==> config.mk <==
export PLATFORM = sky130hd
export DESIGN_NAME = e32_config_controller_flat
export DESIGN_NICKNAME = d
export VERILOG_FILES = /design/src/rtl/e32_config_controller_if.sv /design/src/rtl/e32_config_controller.sv /design/src/flat_wrapper.sv
export SDC_FILE = /design/constraint.sdc
export NUM_CORES = 1
export LEC_CHECK = 0
export ABC_AREA = 1
export ABC_CLOCK_PERIOD_IN_PS = 2900
export BUFFER_PORTS_ARGS = -buffer_cell sky130_fd_sc_hd__buf_4
export CORE_MARGIN = 2
export CORE_UTILIZATION = 45
export CTS_BUF_LIST = sky130_fd_sc_hd__clkbuf_8
export DETAILED_ROUTE_END_ITERATION = 8
export PLACE_DENSITY = 0.73
export SLEW_MARGIN = 20
export SYNTH_ARGS = -nofsm -noshare
export SYNTH_HDL_FRONTEND = slang
export SYNTH_SLANG_ARGS = --single-unit
export TNS_END_PERCENT = 100
==> constraint.sdc <==
create_clock -name internal_clk -period 2.9 [get_ports internal_clk]
set_input_delay 0.29 -clock internal_clk [delete_from_list [all_inputs] [get_ports internal_clk]]
set_output_delay 0.29 -clock internal_clk [all_outputs]
set_load 0.02 [all_outputs]
==> src/rtl/e32_config_controller_if.sv <==
// rtl/e32_config_controller_if.sv - UART byte handshake bundle between host UART and the E32 config controller
interface e32_config_controller_if;
  logic [7:0] rx_data;
  logic       rx_valid;
  logic [7:0] tx_data;
  logic       tx_valid;
  logic       tx_ready;

  // UART side: delivers received bytes, accepts response bytes
  modport master (
    output rx_data,
    output rx_valid,
    output tx_ready,
    input  tx_data,
    input  tx_valid
  );

  // Controller side
  modport slave (
    input  rx_data,
    input  rx_valid,
    input  tx_ready,
    output tx_data,
    output tx_valid
  );
endinterface

==> src/rtl/e32_config_controller.sv <==
// rtl/e32_config_controller.sv - E32 config-mode command sequencer; optional gap timeout under E32_CFG_TIMEOUT_EN
module e32_config_controller #(
  parameter logic [7:0] DEFAULT_ADDH   = 8'h00,
  parameter logic [7:0] DEFAULT_ADDL   = 8'h00,
  parameter logic [7:0] DEFAULT_SPED   = 8'h1A,
  parameter logic [7:0] DEFAULT_CHAN   = 8'h17,
  parameter logic [7:0] DEFAULT_OPTION = 8'h44,
  parameter logic [7:0] VERSION_MODEL  = 8'h32,
  parameter logic [7:0] VERSION_NUM    = 8'h10,
  parameter logic [7:0] VERSION_FEAT   = 8'h14,
  parameter int         RESET_CYCLES   = 10000,
  parameter int         CMD_TIMEOUT    = 5000
) (
  input  logic                          internal_clk,
  input  logic                          rst_n,
  input  logic                          mode_sleep,
  e32_config_controller_if.slave        bus,
  output logic                          AUX_config_ctrl,
  output logic [7:0]                    addh,
  output logic [7:0]                    addl,
  output logic [7:0]                    sped,
  output logic [7:0]                    chan,
  output logic [7:0]                    option,
  output logic                          param_update,
  output logic                          param_save,
  output logic                          soft_reset_req
);

  typedef enum logic [2:0] {
    IDLE, WRITE_COLLECT, REPEAT_COLLECT, RESP, RESET_WAIT
  } state_t;

  localparam logic [7:0] CMD_C0 = 8'hC0;
  localparam logic [7:0] CMD_C1 = 8'hC1;
  localparam logic [7:0] CMD_C2 = 8'hC2;
  localparam logic [7:0] CMD_C3 = 8'hC3;
  localparam logic [7:0] CMD_C4 = 8'hC4;

  // Counter only has to reach RESET_CYCLES-1
  localparam int CW = (RESET_CYCLES > 1) ? $clog2(RESET_CYCLES) : 1;

  state_t       state_q, state_d;
  logic [7:0]   head_q, head_d;
  logic [2:0]   idx_q, idx_d;
  logic [1:0]   rep_q, rep_d;
  logic [7:0]   shadow_q [5];
  logic [7:0]   shadow_d [5];
  logic [7:0]   param_q [5];
  logic [7:0]   param_d [5];
  logic [7:0]   resp_q [6];
  logic [7:0]   resp_d [6];
  logic [2:0]   resp_len_q, resp_len_d;
  logic [2:0]   ptr_q, ptr_d;
  logic [CW-1:0] cnt_q, cnt_d;
  logic         update_q, update_d;
  logic         save_q, save_d;
  logic         srst_q, srst_d;

  logic rx_acc;
  logic abort_sleep;
  logic timeout_hit;
  logic abort_w;
  logic commit_w;
  logic rep_done_w;
  logic rep_mismatch;
  logic tx_fire;
  logic last_fire;
  logic reset_done;
  logic is_write_cmd;
  logic is_rep_cmd;

  assign rx_acc       = bus.rx_valid && mode_sleep;
  assign abort_sleep  = !mode_sleep && (state_q != IDLE);
  assign abort_w      = abort_sleep || timeout_hit;
  // Commit/finish happen one cycle after the final byte, so a byte landing then is dropped
  assign commit_w     = (state_q == WRITE_COLLECT) && (idx_q == 3'd5);
  assign rep_done_w   = (state_q == REPEAT_COLLECT) && (rep_q == 2'd3);
  assign rep_mismatch = (state_q == REPEAT_COLLECT) && !rep_done_w && rx_acc
                        && (bus.rx_data != head_q);
  assign tx_fire      = (state_q == RESP) && bus.tx_ready;
  assign last_fire    = tx_fire && (ptr_q == (resp_len_q - 3'd1));
  assign reset_done   = (state_q == RESET_WAIT) && (cnt_q == CW'(RESET_CYCLES - 1));
  assign is_write_cmd = (bus.rx_data == CMD_C0) || (bus.rx_data == CMD_C2);
  assign is_rep_cmd   = (bus.rx_data == CMD_C1) || (bus.rx_data == CMD_C3)
                        || (bus.rx_data == CMD_C4);

`ifdef E32_CFG_TIMEOUT_EN
  localparam int GW = $clog2(CMD_TIMEOUT + 1);
  logic [GW-1:0] gap_q, gap_d;
  logic          collecting;

  assign collecting  = (state_q == WRITE_COLLECT) || (state_q == REPEAT_COLLECT);
  assign timeout_hit = collecting && (gap_q == GW'(CMD_TIMEOUT));

  // Idle-gap counter: cleared by every accepted byte, saturates at the limit
  always_comb begin
    gap_d = '0;
    if (collecting && !rx_acc && (gap_q != GW'(CMD_TIMEOUT))) gap_d = gap_q + GW'(1);
  end

  // Gap counter register
  always_ff @(posedge internal_clk) begin
    if (!rst_n) gap_q <= '0;
    else        gap_q <= gap_d;
  end
`else
  logic unused_timeout_cfg;
  assign timeout_hit        = 1'b0;
  assign unused_timeout_cfg = (CMD_TIMEOUT < 1);
`endif

  // State register
  always_ff @(posedge internal_clk) begin
    if (!rst_n) state_q <= IDLE;
    else        state_q <= state_d;
  end

  // Next-state logic; sleep exit and timeout override everything
  always_comb begin
    state_d = state_q;
    if (abort_w) begin
      state_d = IDLE;
    end else begin
      case (state_q)
        IDLE: begin
          if (rx_acc && is_write_cmd)    state_d = WRITE_COLLECT;
          else if (rx_acc && is_rep_cmd) state_d = REPEAT_COLLECT;
        end
        WRITE_COLLECT:  if (commit_w) state_d = RESP;
        REPEAT_COLLECT: begin
          if (rep_done_w)        state_d = (head_q == CMD_C4) ? RESET_WAIT : RESP;
          else if (rep_mismatch) state_d = IDLE;
        end
        RESP:       if (last_fire)  state_d = IDLE;
        RESET_WAIT: if (reset_done) state_d = IDLE;
        default:    state_d = IDLE;
      endcase
    end
  end

  // Datapath next values: byte capture, commit, response loading, counters
  always_comb begin
    head_d     = head_q;
    idx_d      = idx_q;
    rep_d      = rep_q;
    shadow_d   = shadow_q;
    param_d    = param_q;
    resp_d     = resp_q;
    resp_len_d = resp_len_q;
    ptr_d      = ptr_q;
    cnt_d      = cnt_q;
    update_d   = 1'b0;
    save_d     = 1'b0;
    srst_d     = 1'b0;
    if (!abort_w) begin
      case (state_q)
        IDLE: begin
          if (rx_acc && (is_write_cmd || is_rep_cmd)) begin
            head_d = bus.rx_data;
            idx_d  = 3'd0;
            rep_d  = 2'd1;
          end
        end
        WRITE_COLLECT: begin
          if (commit_w) begin
            param_d    = shadow_q;
            update_d   = 1'b1;
            save_d     = (head_q == CMD_C0);
            resp_d[0]  = head_q;
            for (int i = 0; i < 5; i++) resp_d[i+1] = shadow_q[i];
            resp_len_d = 3'd6;
            ptr_d      = 3'd0;
          end else if (rx_acc) begin
            shadow_d[idx_q] = bus.rx_data;
            idx_d           = idx_q + 3'd1;
          end
        end
        REPEAT_COLLECT: begin
          if (rep_done_w) begin
            ptr_d = 3'd0;
            if (head_q == CMD_C1) begin
              resp_d[0] = CMD_C0;
              for (int i = 0; i < 5; i++) resp_d[i+1] = param_q[i];
              resp_len_d = 3'd6;
            end else if (head_q == CMD_C3) begin
              resp_d[0]  = CMD_C3;
              resp_d[1]  = VERSION_MODEL;
              resp_d[2]  = VERSION_NUM;
              resp_d[3]  = VERSION_FEAT;
              resp_len_d = 3'd4;
            end else begin
              srst_d     = 1'b1;
              param_d[0] = DEFAULT_ADDH;
              param_d[1] = DEFAULT_ADDL;
              param_d[2] = DEFAULT_SPED;
              param_d[3] = DEFAULT_CHAN;
              param_d[4] = DEFAULT_OPTION;
              cnt_d      = '0;
            end
          end else if (rx_acc && (bus.rx_data == head_q)) begin
            rep_d = rep_q + 2'd1;
          end
        end
        RESP:       if (tx_fire) ptr_d = ptr_q + 3'd1;
        RESET_WAIT: cnt_d = cnt_q + CW'(1);
        default: ;
      endcase
    end
  end

  // Datapath registers
  always_ff @(posedge internal_clk) begin
    if (!rst_n) begin
      head_q     <= 8'h00;
      idx_q      <= 3'd0;
      rep_q      <= 2'd0;
      for (int i = 0; i < 5; i++) shadow_q[i] <= 8'h00;
      param_q[0] <= DEFAULT_ADDH;
      param_q[1] <= DEFAULT_ADDL;
      param_q[2] <= DEFAULT_SPED;
      param_q[3] <= DEFAULT_CHAN;
      param_q[4] <= DEFAULT_OPTION;
      for (int i = 0; i < 6; i++) resp_q[i] <= 8'h00;
      resp_len_q <= 3'd0;
      ptr_q      <= 3'd0;
      cnt_q      <= '0;
      update_q   <= 1'b0;
      save_q     <= 1'b0;
      srst_q     <= 1'b0;
    end else begin
      head_q     <= head_d;
      idx_q      <= idx_d;
      rep_q      <= rep_d;
      shadow_q   <= shadow_d;
      param_q    <= param_d;
      resp_q     <= resp_d;
      resp_len_q <= resp_len_d;
      ptr_q      <= ptr_d;
      cnt_q      <= cnt_d;
      update_q   <= update_d;
      save_q     <= save_d;
      srst_q     <= srst_d;
    end
  end

  // Outputs: busy/tx qualifiers follow the registered state
  always_comb begin
    AUX_config_ctrl = (state_q == IDLE);
    bus.tx_valid    = (state_q == RESP);
    bus.tx_data     = (state_q == RESP) ? resp_q[ptr_q] : 8'h00;
    addh            = param_q[0];
    addl            = param_q[1];
    sped            = param_q[2];
    chan            = param_q[3];
    option          = param_q[4];
    param_update    = update_q;
    param_save      = save_q;
    soft_reset_req  = srst_q;
  end

endmodule
==> src/flat_wrapper.sv <==
// flat-port wrapper written by rule: the top's interface ports become plain ports
module e32_config_controller_flat 
#(
  parameter logic [7:0] DEFAULT_ADDH   = 8'h00,
  parameter logic [7:0] DEFAULT_ADDL   = 8'h00,
  parameter logic [7:0] DEFAULT_SPED   = 8'h1A,
  parameter logic [7:0] DEFAULT_CHAN   = 8'h17,
  parameter logic [7:0] DEFAULT_OPTION = 8'h44,
  parameter logic [7:0] VERSION_MODEL  = 8'h32,
  parameter logic [7:0] VERSION_NUM    = 8'h10,
  parameter logic [7:0] VERSION_FEAT   = 8'h14,
  parameter int         RESET_CYCLES   = 10000,
  parameter int         CMD_TIMEOUT    = 5000
)
  (internal_clk, rst_n, mode_sleep, AUX_config_ctrl, addh, addl, sped, chan, option, param_update, param_save, soft_reset_req, bus_rx_data, bus_rx_valid, bus_tx_ready, bus_tx_data, bus_tx_valid);
  e32_config_controller_if bus_i ();
  input  logic internal_clk;
  input  logic rst_n;
  input  logic mode_sleep;
  output logic AUX_config_ctrl;
  output logic [7:0] addh;
  output logic [7:0] addl;
  output logic [7:0] sped;
  output logic [7:0] chan;
  output logic [7:0] option;
  output logic param_update;
  output logic param_save;
  output logic soft_reset_req;
  input wire logic [$bits(bus_i.rx_data)-1:0] bus_rx_data;
  input wire logic [$bits(bus_i.rx_valid)-1:0] bus_rx_valid;
  input wire logic [$bits(bus_i.tx_ready)-1:0] bus_tx_ready;
  output wire logic [$bits(bus_i.tx_data)-1:0] bus_tx_data;
  output wire logic [$bits(bus_i.tx_valid)-1:0] bus_tx_valid;
  assign bus_i.rx_data = bus_rx_data;
  assign bus_i.rx_valid = bus_rx_valid;
  assign bus_i.tx_ready = bus_tx_ready;
  assign bus_tx_data = bus_i.tx_data;
  assign bus_tx_valid = bus_i.tx_valid;
  e32_config_controller #(.DEFAULT_ADDH(DEFAULT_ADDH), .DEFAULT_ADDL(DEFAULT_ADDL), .DEFAULT_SPED(DEFAULT_SPED), .DEFAULT_CHAN(DEFAULT_CHAN), .DEFAULT_OPTION(DEFAULT_OPTION), .VERSION_MODEL(VERSION_MODEL), .VERSION_NUM(VERSION_NUM), .VERSION_FEAT(VERSION_FEAT), .RESET_CYCLES(RESET_CYCLES), .CMD_TIMEOUT(CMD_TIMEOUT)) u_core (.internal_clk(internal_clk), .rst_n(rst_n), .mode_sleep(mode_sleep), .bus(bus_i), .AUX_config_ctrl(AUX_config_ctrl), .addh(addh), .addl(addl), .sped(sped), .chan(chan), .option(option), .param_update(param_update), .param_save(param_save), .soft_reset_req(soft_reset_req));
endmodule
After elaboration in Yosys (flattened, before gate mapping)
Cells that the tools add are included.
W data, S select, Z words.
Cells by class
  equality and inequality tests: 35
  bitwise gates (word level): 8
  reduce and logical (&&, ||, !) cells: 42
  add/subtract/negate cells: 5
  multiplexer cells: 50
  order comparisons: 3
Operator list (count)
  $mux W40: 4
  $mux W48: 2
  $pmux W48 S2: 1
  $pmux W40 S2: 1
  $eq A8 B8 Y1 const B: 9
  $mux W32: 2
  $mux W3: 18
  $mux W14: 3
  $bwmux W40: 1
  $reduce_and A5 Y1: 7
  $mux W8: 4
  $pmux W14 S2: 1
  $bmux W8 S3: 1
  $demux W8 S3: 1
  $mux W16: 1
  $logic_and A1 B1 Y1: 15
  $pmux W3 S5: 1
  $add A14 B1 Y14 const B: 1
  $eq A14 B14 Y1 const B: 1
  $ne A2 B1 Y1 const B: 7
  $ne A2 B2 Y1 const B: 6
  $pmux W3 S2: 2
  $pmux W3 S3: 1
  $eq A8 B8 Y1: 1
  30 further kinds: 52
Word-level totals
  output and inout port bits: 53
  register bits after elaboration: 167

Longest topological paths before layout
Gate-level depths: netlist of the first run.
  depth in word-level cells: 9
  depth in mapped cells: 13
  mapped depth without buffers: 13

Worst setup path after synthesis of the first run
Ideal clock, no wire load.
  path kind: reg-to-output
  start point: reg u_core.ptr_q[0]
  end point: out bus_tx_data[5]
  cell stages (with the launch flop): 8
  data required time: 2610 ps
  path slack: 1056 ps
  arrival time: 1554 ps
  cells stage by stage: dfxtp_1 > clkbuf_1 > clkinv_1 > clkbuf_1 > nor2_1 > o32ai_1 > nand2_1 > a21oi_1
On the way
  word-level cells in the longest chain between the ends: 5
Ends and longest elaborated chain
  from (decl): line e32_config_controller.sv:53  | logic [2:0] ptr_q, ptr_d;
  from (signal assigned): line e32_config_controller.sv:238  | ptr_q <= ptr_d;
  $not A3 Y4 (implied by the code): line e32_config_controller.sv:250  | bus.tx_data = (state_q == RESP) ? resp_q[ptr_q] : 8'h00;
  $bmux W8 S3: line e32_config_controller.sv:250
  $mux W8 (implied by the code) (2 in series): line e32_config_controller.sv:250
  $mux W8: line e32_config_controller.sv:250
  to (decl): line flat_wrapper.sv:32  | output wire logic [$bits(bus_i.tx_data)-1:0] bus_tx_data;
Every way passes these cells. The select of a mux whose other input is x is not followed.

Final worst setup path of the first run
  start point: reg u_core.ptr_q[0]
  end point: out bus_tx_data[3]
Same word-level chain as after synthesis.

==> impl_results.md, run 1 <==
* Outcome: completed
* GPL Wtd Cong at 0.916
* Relative slew margins at 56.0%
* Iter 0 DRT Violations at 801
* IO Port Bufs at 65
* Setup TNS at 0 ns
* Final ANT Viol Nets at 0
* Hold path endpoint: u_core.shadow_q[7]
* Clk sinks at 166
* HP Class: in2reg
* CTS resizes at 0
* P_int at 3.72 mW
* Comb power frac at 24.7%
* WP data required at 2.61 ns
* Syn Nets at 1,068
* Sequential area share after synthesis at 43.7%
* Final core occ at 51.8%
* DR pass1 iterations at 5
* WL/cell at 15.9 um
* Fin. Hold Viols at 0
* Reg clk slew, reported paths at 0.09 ns
* Layout cell share with drive strength beyond 1 at 13.4%
* Cell Count, Final, Fillers Out at 1,319
* Routed WL at 20.9 mm
* DRT met1 WL at 9.64 mm
* Area of the multi-input gates at 3630 um^2
* Synthesis-to-layout area growth at 12.7%
* Initial Utilization at 45.9%
* CTS tree: yes
* Min-delay src: bus_rx_data[7]
* Leak Pwr at 3.26 nW
* R2r startpoint: u_core.state_q[1]
* Crit-path slowest cell: dfxtp_1
* Crit-path max FO at 15
* Postcts setup bufs at 0
* Switch share at 36.4%
* Hold_ws at 0.158 ns
* Drc violations at 0
* Die X at 134 um
* Pins Over Slew Limit at 0
* Worst Skew at 0.0174 ns
* Startpoint types: register
* Vias per cell at 5.32
* Antenna violations before repair at 0
* First-pass GRT wire length at 34.1 mm
* Yosys reg bits at 166
* Area leader, netlist: dfxtp_1
* Power per cell area at 682 nW/um^2
* Yosys warning count at 0
* Worst Max-Slew Pin Slew at 0.659 ns
* Die height at 134 um
* Placed Cells at 1,287
* Grt ovf at 0
* CTS root buf: clkbuf_8
* Clk buf depth at 2
* Setup Crit Path Kind: reg2out
* WL met2 at 9.59 mm
* Synthesized area at 7610 um^2
* Net Switching at 2.13 mW
* Fin crit share at 89.3%
* Number of buffers created by CTS at 17
* Worst Setup End Kind: output port
* Max rail drop VDD at 0.350 mV
* Post-Place Setup Slack at 0.671 ns
* Fillers at 1,648
* Max_cap viols at 0
* Vias in the first global route at 6,544
* Met3 WL at 1.30 mm
* Highest routed layer: met4
* Count of final setup violators at 0
* Top delay family on crit path: compound AO/OA/AOI/OAI gates
* Worst stage delay on the critical path at 0.58 ns
* Total vias in the final route at 7,014
* GRT Total Usage at 24.1%
* Diodes inserted at 0
* Crit path cell chain: buf_4 -> nor2_1 -> o32ai_1 -> nand2_1 -> a21oi_1 -> buf_4
* Register area at 3320 um^2
* Syn avg cell area at 7.25 um^2
* Largest cells by area after synthesis: dfxtp_1 (44%), nand2_1 (9.7%), a21oi_1 (8.7%), o21ai_0 (6.1%), nor2_1 (5.2%)
* Core area at 16,600 um^2
* Number of library cell types mapped by synthesis at 41
* Yosys top cell area share at 43.7%
* Worst r2r dst: u_core.addl[4]
* F_max at 386 MHz
* H-Tree Level Count at 4
* Post-Syn Instances at 1,050
* Row Count at 47
* FF-to-FF path depth at 8
* # nets final at 1,104
* Hold Crit Depth at 3
* Die area at 18,000 um^2
* Most common cell after layout, fill and taps aside: nand2_1
* Worst EP arrival at 2.30 ns
* RSZ-0062 raised after global routing: no
* Largest net degree at the start of global routing at 49
* Most common cell on crit path: buf_4
* Flop pwr share at 46.7%
* Flop-to-flop setup slack at 0.62 ns
* Leading cell types in the layout, fill and taps excluded: nand2_1 (196), dfxtp_1 (166), a21oi_1 (132), nor2_1 (105), o21ai_0 (93)
* Clock power share at 28.6%
* Ports at 66
* CTS Hold Buffers Added at 0
* Final worst slack at 0.311 ns
* Worst-Skew Late Latency at 0.47 ns
* Final worst path period need at 2.59 ns
* Final HPWL DP at 14.2 mm
* Critical path buffers and inverters at 2
synthesized netlist by cell type (all sizes together):
cell type,n
a211oi,5
a21oi,135
a22oi,14
a31oi,10
buf,27
clkbuf,38
clkinv,2
dfxtp,166
ha,5
inv,89
nand2,203
nand3,66
nand3b,1
nand4,10
nor2,116
nor3,14
o211a,2
o211ai,1
o21a,9
o21ai,106
o31ai,1
o32ai,8
or2,3
xnor2,11
xor2,8
metal layers:
metal | track usage [%] | vias up
met2 | 38.2 | 212
met4 | 7.25 | 0
met3 | 5.06 | 32
met5 | 0 | -
li1 | - | 3549
met1 | 33.3 | 3221
power groups by stage:
stage | registers [mW] | clock network, mW | logic [mW]
final | 2.73 | 1.68 | 1.45
after global routing | 2.76 | 1.80 | 1.62
after CTS | 2.73 | 1.71 | 1.43
after detailed placement | 2.78 | 0 | 1.42
after global placement | 2.77 | 0 | 1.40
after floorplan | 2.72 | 0 | 1.08
stage by stage:
stage	power [mW]	instance area, um^2
finish	5.86	8580
global route	6.18	8580
CTS	5.86	8580
detailed placement	4.20	8180
global placement	4.18	8180
floorplan	3.79	7610
cells by family (layout without fill, tap and decap cells):
family                   after synthesis  after routing  share of synthesized area, %
AND/OR/NAND/NOR                      413            413                          23.7
AO/OA/AOI/OAI                        291            291                          21.0
flip-flops                           166            166                          43.7
buffers and inverters                156            205                          8.68
XOR/XNOR                              19             19                          2.19
adder cells (fa/ha/maj)                5              5                         0.822
worst reg2reg max path, delay by kind of cell, from the launching register on:
family | cells | cell delay [ns]
AND/OR/NAND/NOR | 5 | 1.01
buffers and inverters | 2 | 0.64
flip-flops | 1 | 0.44
AO/OA/AOI/OAI | 1 | 0.13
state kept, by name (all words and copies together), names as in the netlist:
name	cells
u_core.addl	8
u_core.idx_q	3
u_core.sped	8
u_core.resp_len_q	2
u_core.param_update	1
u_core.soft_reset_req	1
u_core.rep_q	2
u_core.addh	8
u_core.state_q	3
u_core.param_save	1
u_core.head_q	8
u_core.ptr_q	3
u_core.chan	8
u_core.shadow_q	40
u_core.option	8
u_core.cnt_q	14
u_core.resp_q	48
layout make-up:
type	count	area share, %
clock buffer	19	3.05
clock inverter	13	1.59
inverter	91	3.98
multi-input combinational	728	42.3
sequential	166	38.7
tap	220	3.21
timing repair buffer	82	7.17
how the worst max path moves through the flow:
stage	endpoint	from	slack [ns]	depth (start not counted)
after detailed placement	u_core.sped[7]	u_core.idx_q[0]	0.67	10
after CTS	bus_tx_data[3]	u_core.ptr_q[0]	0.38	6
after global placement	u_core.addl[6]	u_core.state_q[1]	0.72	8
final	bus_tx_data[3]	u_core.ptr_q[0]	0.31	6
after floorplan	bus_tx_data[5]	u_core.ptr_q[0]	1.06	7
after global routing	bus_tx_data[4]	u_core.ptr_q[0]	0.17	6
Note: power is estimated with default switching activity, not from simulation.
==> run 2: changes to the inputs <==
Settings changed: ABC_CLOCK_PERIOD_IN_PS 2900 to 2100, PLACE_DENSITY 0.73 to 0.75.
Clock period 2.9 ns to 2.1 ns, I/O delays scaled along.
==> run 2 against run 1 <==
The run now ends with setup timing left. Hold slack got worse by 0.062 ns. First-iteration DRC count fell by 4.2%. Non-clock buffer count rose by 32. Cell area rose by 8.0%. Largest cell class unchanged. Largest power group unchanged.
==> impl_results.md, run 2 (synthesis gave the netlist of run 1 again) <==
* Outcome: finished with violations (was completed)
* Failing checks: setup timing
* Crit path cell chain: clkinv_4 -> buf_12 -> buf_8 -> nor2_2 -> o32ai_2 -> nand2_1 -> a21oi_2 -> buf_6 (was buf_4 -> nor2_1 -> o32ai_1 -> nand2_1 -> a21oi_1 -> buf_4)
* H-Tree Level Count at 4 (unchanged)
* Initial Utilization at 45.9% (unchanged)
* Hold Crit Depth at 3 (unchanged)
* Min-delay src: bus_rx_data[1] (was bus_rx_data[7])
* Clk sinks at 166 (unchanged)
* Hold path endpoint: u_core.shadow_q[1] (was u_core.shadow_q[7])
* Total vias in the final route at 7,420 (was 7,014)
* Worst-Skew Late Latency at 0.46 ns (was 0.47 ns)
* WP data required at 1.89 ns (was 2.61 ns)
* CTS tree: yes (unchanged)
* Vias per cell at 5.49 (was 5.32)
* F_max at 462 MHz
* Antenna violations before repair at 0 (unchanged)
* Layout cell share with drive strength beyond 1 at 18.5% (was 13.4%)
* Relative slew margins at 59.8% (was 56.0%)
* Final worst slack at -0.0664 ns (was 0.311 ns)
* Setup Crit Path Kind: reg2out (unchanged)
* Final HPWL DP at 14.4 mm (was 14.2 mm)
* Fin area at 9270 um^2 (was 8580 um^2)
* Iter 0 DRT Violations at 767 (was 801)
* Top flop regs: u_core.resp_q: 48 flops, u_core.shadow_q: 40 flops, u_core.cnt_q: 14 flops (unchanged)
* Worst EP arrival at 1.96 ns (was 2.30 ns)
* Vias in the first global route at 6,746 (was 6,544)
* Synthesis-to-layout area growth at 21.8% (was 12.7%)
* CTS Hold Buffers Added at 0 (unchanged)
* Largest net degree at the start of global routing at 69 (was 49)
* Most common cell after layout, fill and taps aside: nand2_1 (unchanged)
* WL/cell at 16.6 um (was 15.9 um)
* # nets final at 1,136 (was 1,104)
* Top delay family on crit path: buffers and inverters (was compound AO/OA/AOI/OAI gates)
* Crit-path slowest cell: dfxtp_4 (was dfxtp_1)
* GPL Wtd Cong at 0.865 (was 0.916)
* Routed WL at 22.4 mm (was 20.9 mm)
* FF-to-FF path depth at 10 (was 8)
* Diodes inserted at 0 (unchanged)
* DR pass1 iterations at 6 (was 5)
* Core area at 16,600 um^2 (unchanged)
* IO Port Bufs at 65 (unchanged)
* First-pass GRT wire length at 34.3 mm (was 34.1 mm)
* Final worst path period need at 2.17 ns
* Drc violations at 0 (unchanged)
* Die X at 134 um (unchanged)
* Startpoint types: register (unchanged)
* Grt ovf at 0 (unchanged)
* Reg clk slew, reported paths at 0.08 ns (was 0.09 ns)
* Leak Pwr at 3.52 nW (was 3.26 nW)
* CTS root buf: clkbuf_8 (unchanged)
* Power per cell area at 944 nW/um^2 (was 682 nW/um^2)
* Clk buf depth at 2 (unchanged)
* HP Class: in2reg (unchanged)
* Max_cap viols at 0 (unchanged)
* GRT Total Usage at 24.2% (was 24.1%)
* Worst Skew at 0.0172 ns (was 0.0174 ns)
* Critical path buffers and inverters at 4 (was 2)
* Die height at 134 um (unchanged)
* Worst Max-Slew Pin Slew at 0.596 ns (was 0.659 ns)
* Crit-path max FO at 6 (was 15)
* Hold_ws at 0.0961 ns (was 0.158 ns)
* Row Count at 47 (unchanged)
* RSZ-0062 raised after global routing: yes (was no)
* Pins Over Slew Limit at 0 (unchanged)
* Max reg flops at 48 (unchanged)
* Total placed instance area at 8380 um^2 (was 8180 um^2)
* R2r startpoint: u_core.idx_q[1] (was u_core.state_q[1])
* Number of buffers created by CTS at 17 (unchanged)
* Count of final setup violators at 6 (was 0)
* Leading cell types in the layout, fill and taps excluded: nand2_1 (194), dfxtp_1 (164), a21oi_1 (124), nor2_1 (96), buf_4 (89) (was nand2_1 (196), dfxtp_1 (166), a21oi_1 (132), nor2_1 (105), o21ai_0 (93))
* Die area at 18,000 um^2 (unchanged)
* Final ANT Viol Nets at 0 (unchanged)
* Fin crit share at 103%
* Biggest register: u_core.resp_q (unchanged)
* Ports at 66 (unchanged)
* Max rail drop VDD at 0.506 mV (was 0.350 mV)
* Worst stage delay on the critical path at 0.38 ns (was 0.58 ns)
* Worst Setup End Kind: output port (unchanged)
* Fin. Hold Viols at 0 (unchanged)
* Worst r2r dst: u_core.shadow_q[34] (was u_core.addl[4])
* Flop-to-flop setup slack at 0.07 ns (was 0.62 ns)
-- run 2: changes by cell type in the layout (fill, tap and decap cells not counted), moves of 6 or more --
cell,previous run,this run
o32ai_1,8,0
buf_4,82,89
a21oi_2,3,11
nor2_1,105,96
buf_6,0,12
o32ai_4,0,6
a21oi_1,132,124
buf_12,0,9
-- run 2: final cells by class --
class,count,area [um^2]
clock buffers,20,275
clock inverters,12,118
fillers,1524,7310
inverters,91,352
multi-input cells,728,3840
flip-flops and latches,166,3330
well taps,220,275
repair buffers,114,1080
-- run 2: repair_timing --
item,4_1_cts,5_1_grt
gates resized for setup,26,43
cloned,1,2
buffers inserted,5,9
pin swaps,14,22
setup endpoints to repair,8,64
-- run 2: power by group --
part / total, mW / switching, mW / internal [mW]
Sequential: 3.76 / 0.271 / 3.49
Clock: 2.27 / 1.23 / 1.05
Combinational: 2.72 / 1.69 / 1.03
Total: 8.75 / 3.18 / 5.57
-- run 2: through the flow --
step | TNS (ns) | power, mW | util (%) | setup slack (ns) | instances
after global placement | 0 | 5.90 | 50.6 | 0.212 | 1302
final | -0.220 | 8.75 | 55.9 | -0.0664 | 1351
after detailed placement | 0 | 5.93 | 50.6 | 0.148 | 1302
after CTS | -0.216 | 8.37 | 54.1 | -0.0422 | 1340
after global routing | -2.07 | 9.17 | 55.9 | -0.132 | 1351
after floorplan | 0 | 5.24 | - | 0.336 | 1050
-- run 2: worst min-delay path, stage by stage --
cell and delay [ns]:
buf_4 0.16, nand2_1 0.08, a21oi_1 0.05
-- run 2: worst max-delay path by stage --
stage	from	endpoint	cells past startpoint
5_1_grt	u_core.state_q[0]	u_core.shadow_q[34]	9
4_1_cts	u_core.ptr_q[0]	bus_tx_data[1]	8
2_1_floorplan	u_core.ptr_q[0]	bus_tx_data[5]	7
6_report	u_core.ptr_q[0]	bus_tx_data[3]	8
3_3_place_gp	u_core.idx_q[1]	u_core.shadow_q[39]	10
3_5_place_dp	u_core.state_q[0]	u_core.shadow_q[34]	9
-- run 2: per-layer routing --
metal	vias to the layer above	part of all wire, %	track usage [%]	routed length (um)
met2	279	47	39.0	10500
li1	3626	-	-	-
met1	3474	43	31.4	9660
met4	0	2.7	10.8	604
met5	-	0	0	0
met3	41	7.1	4.99	1590
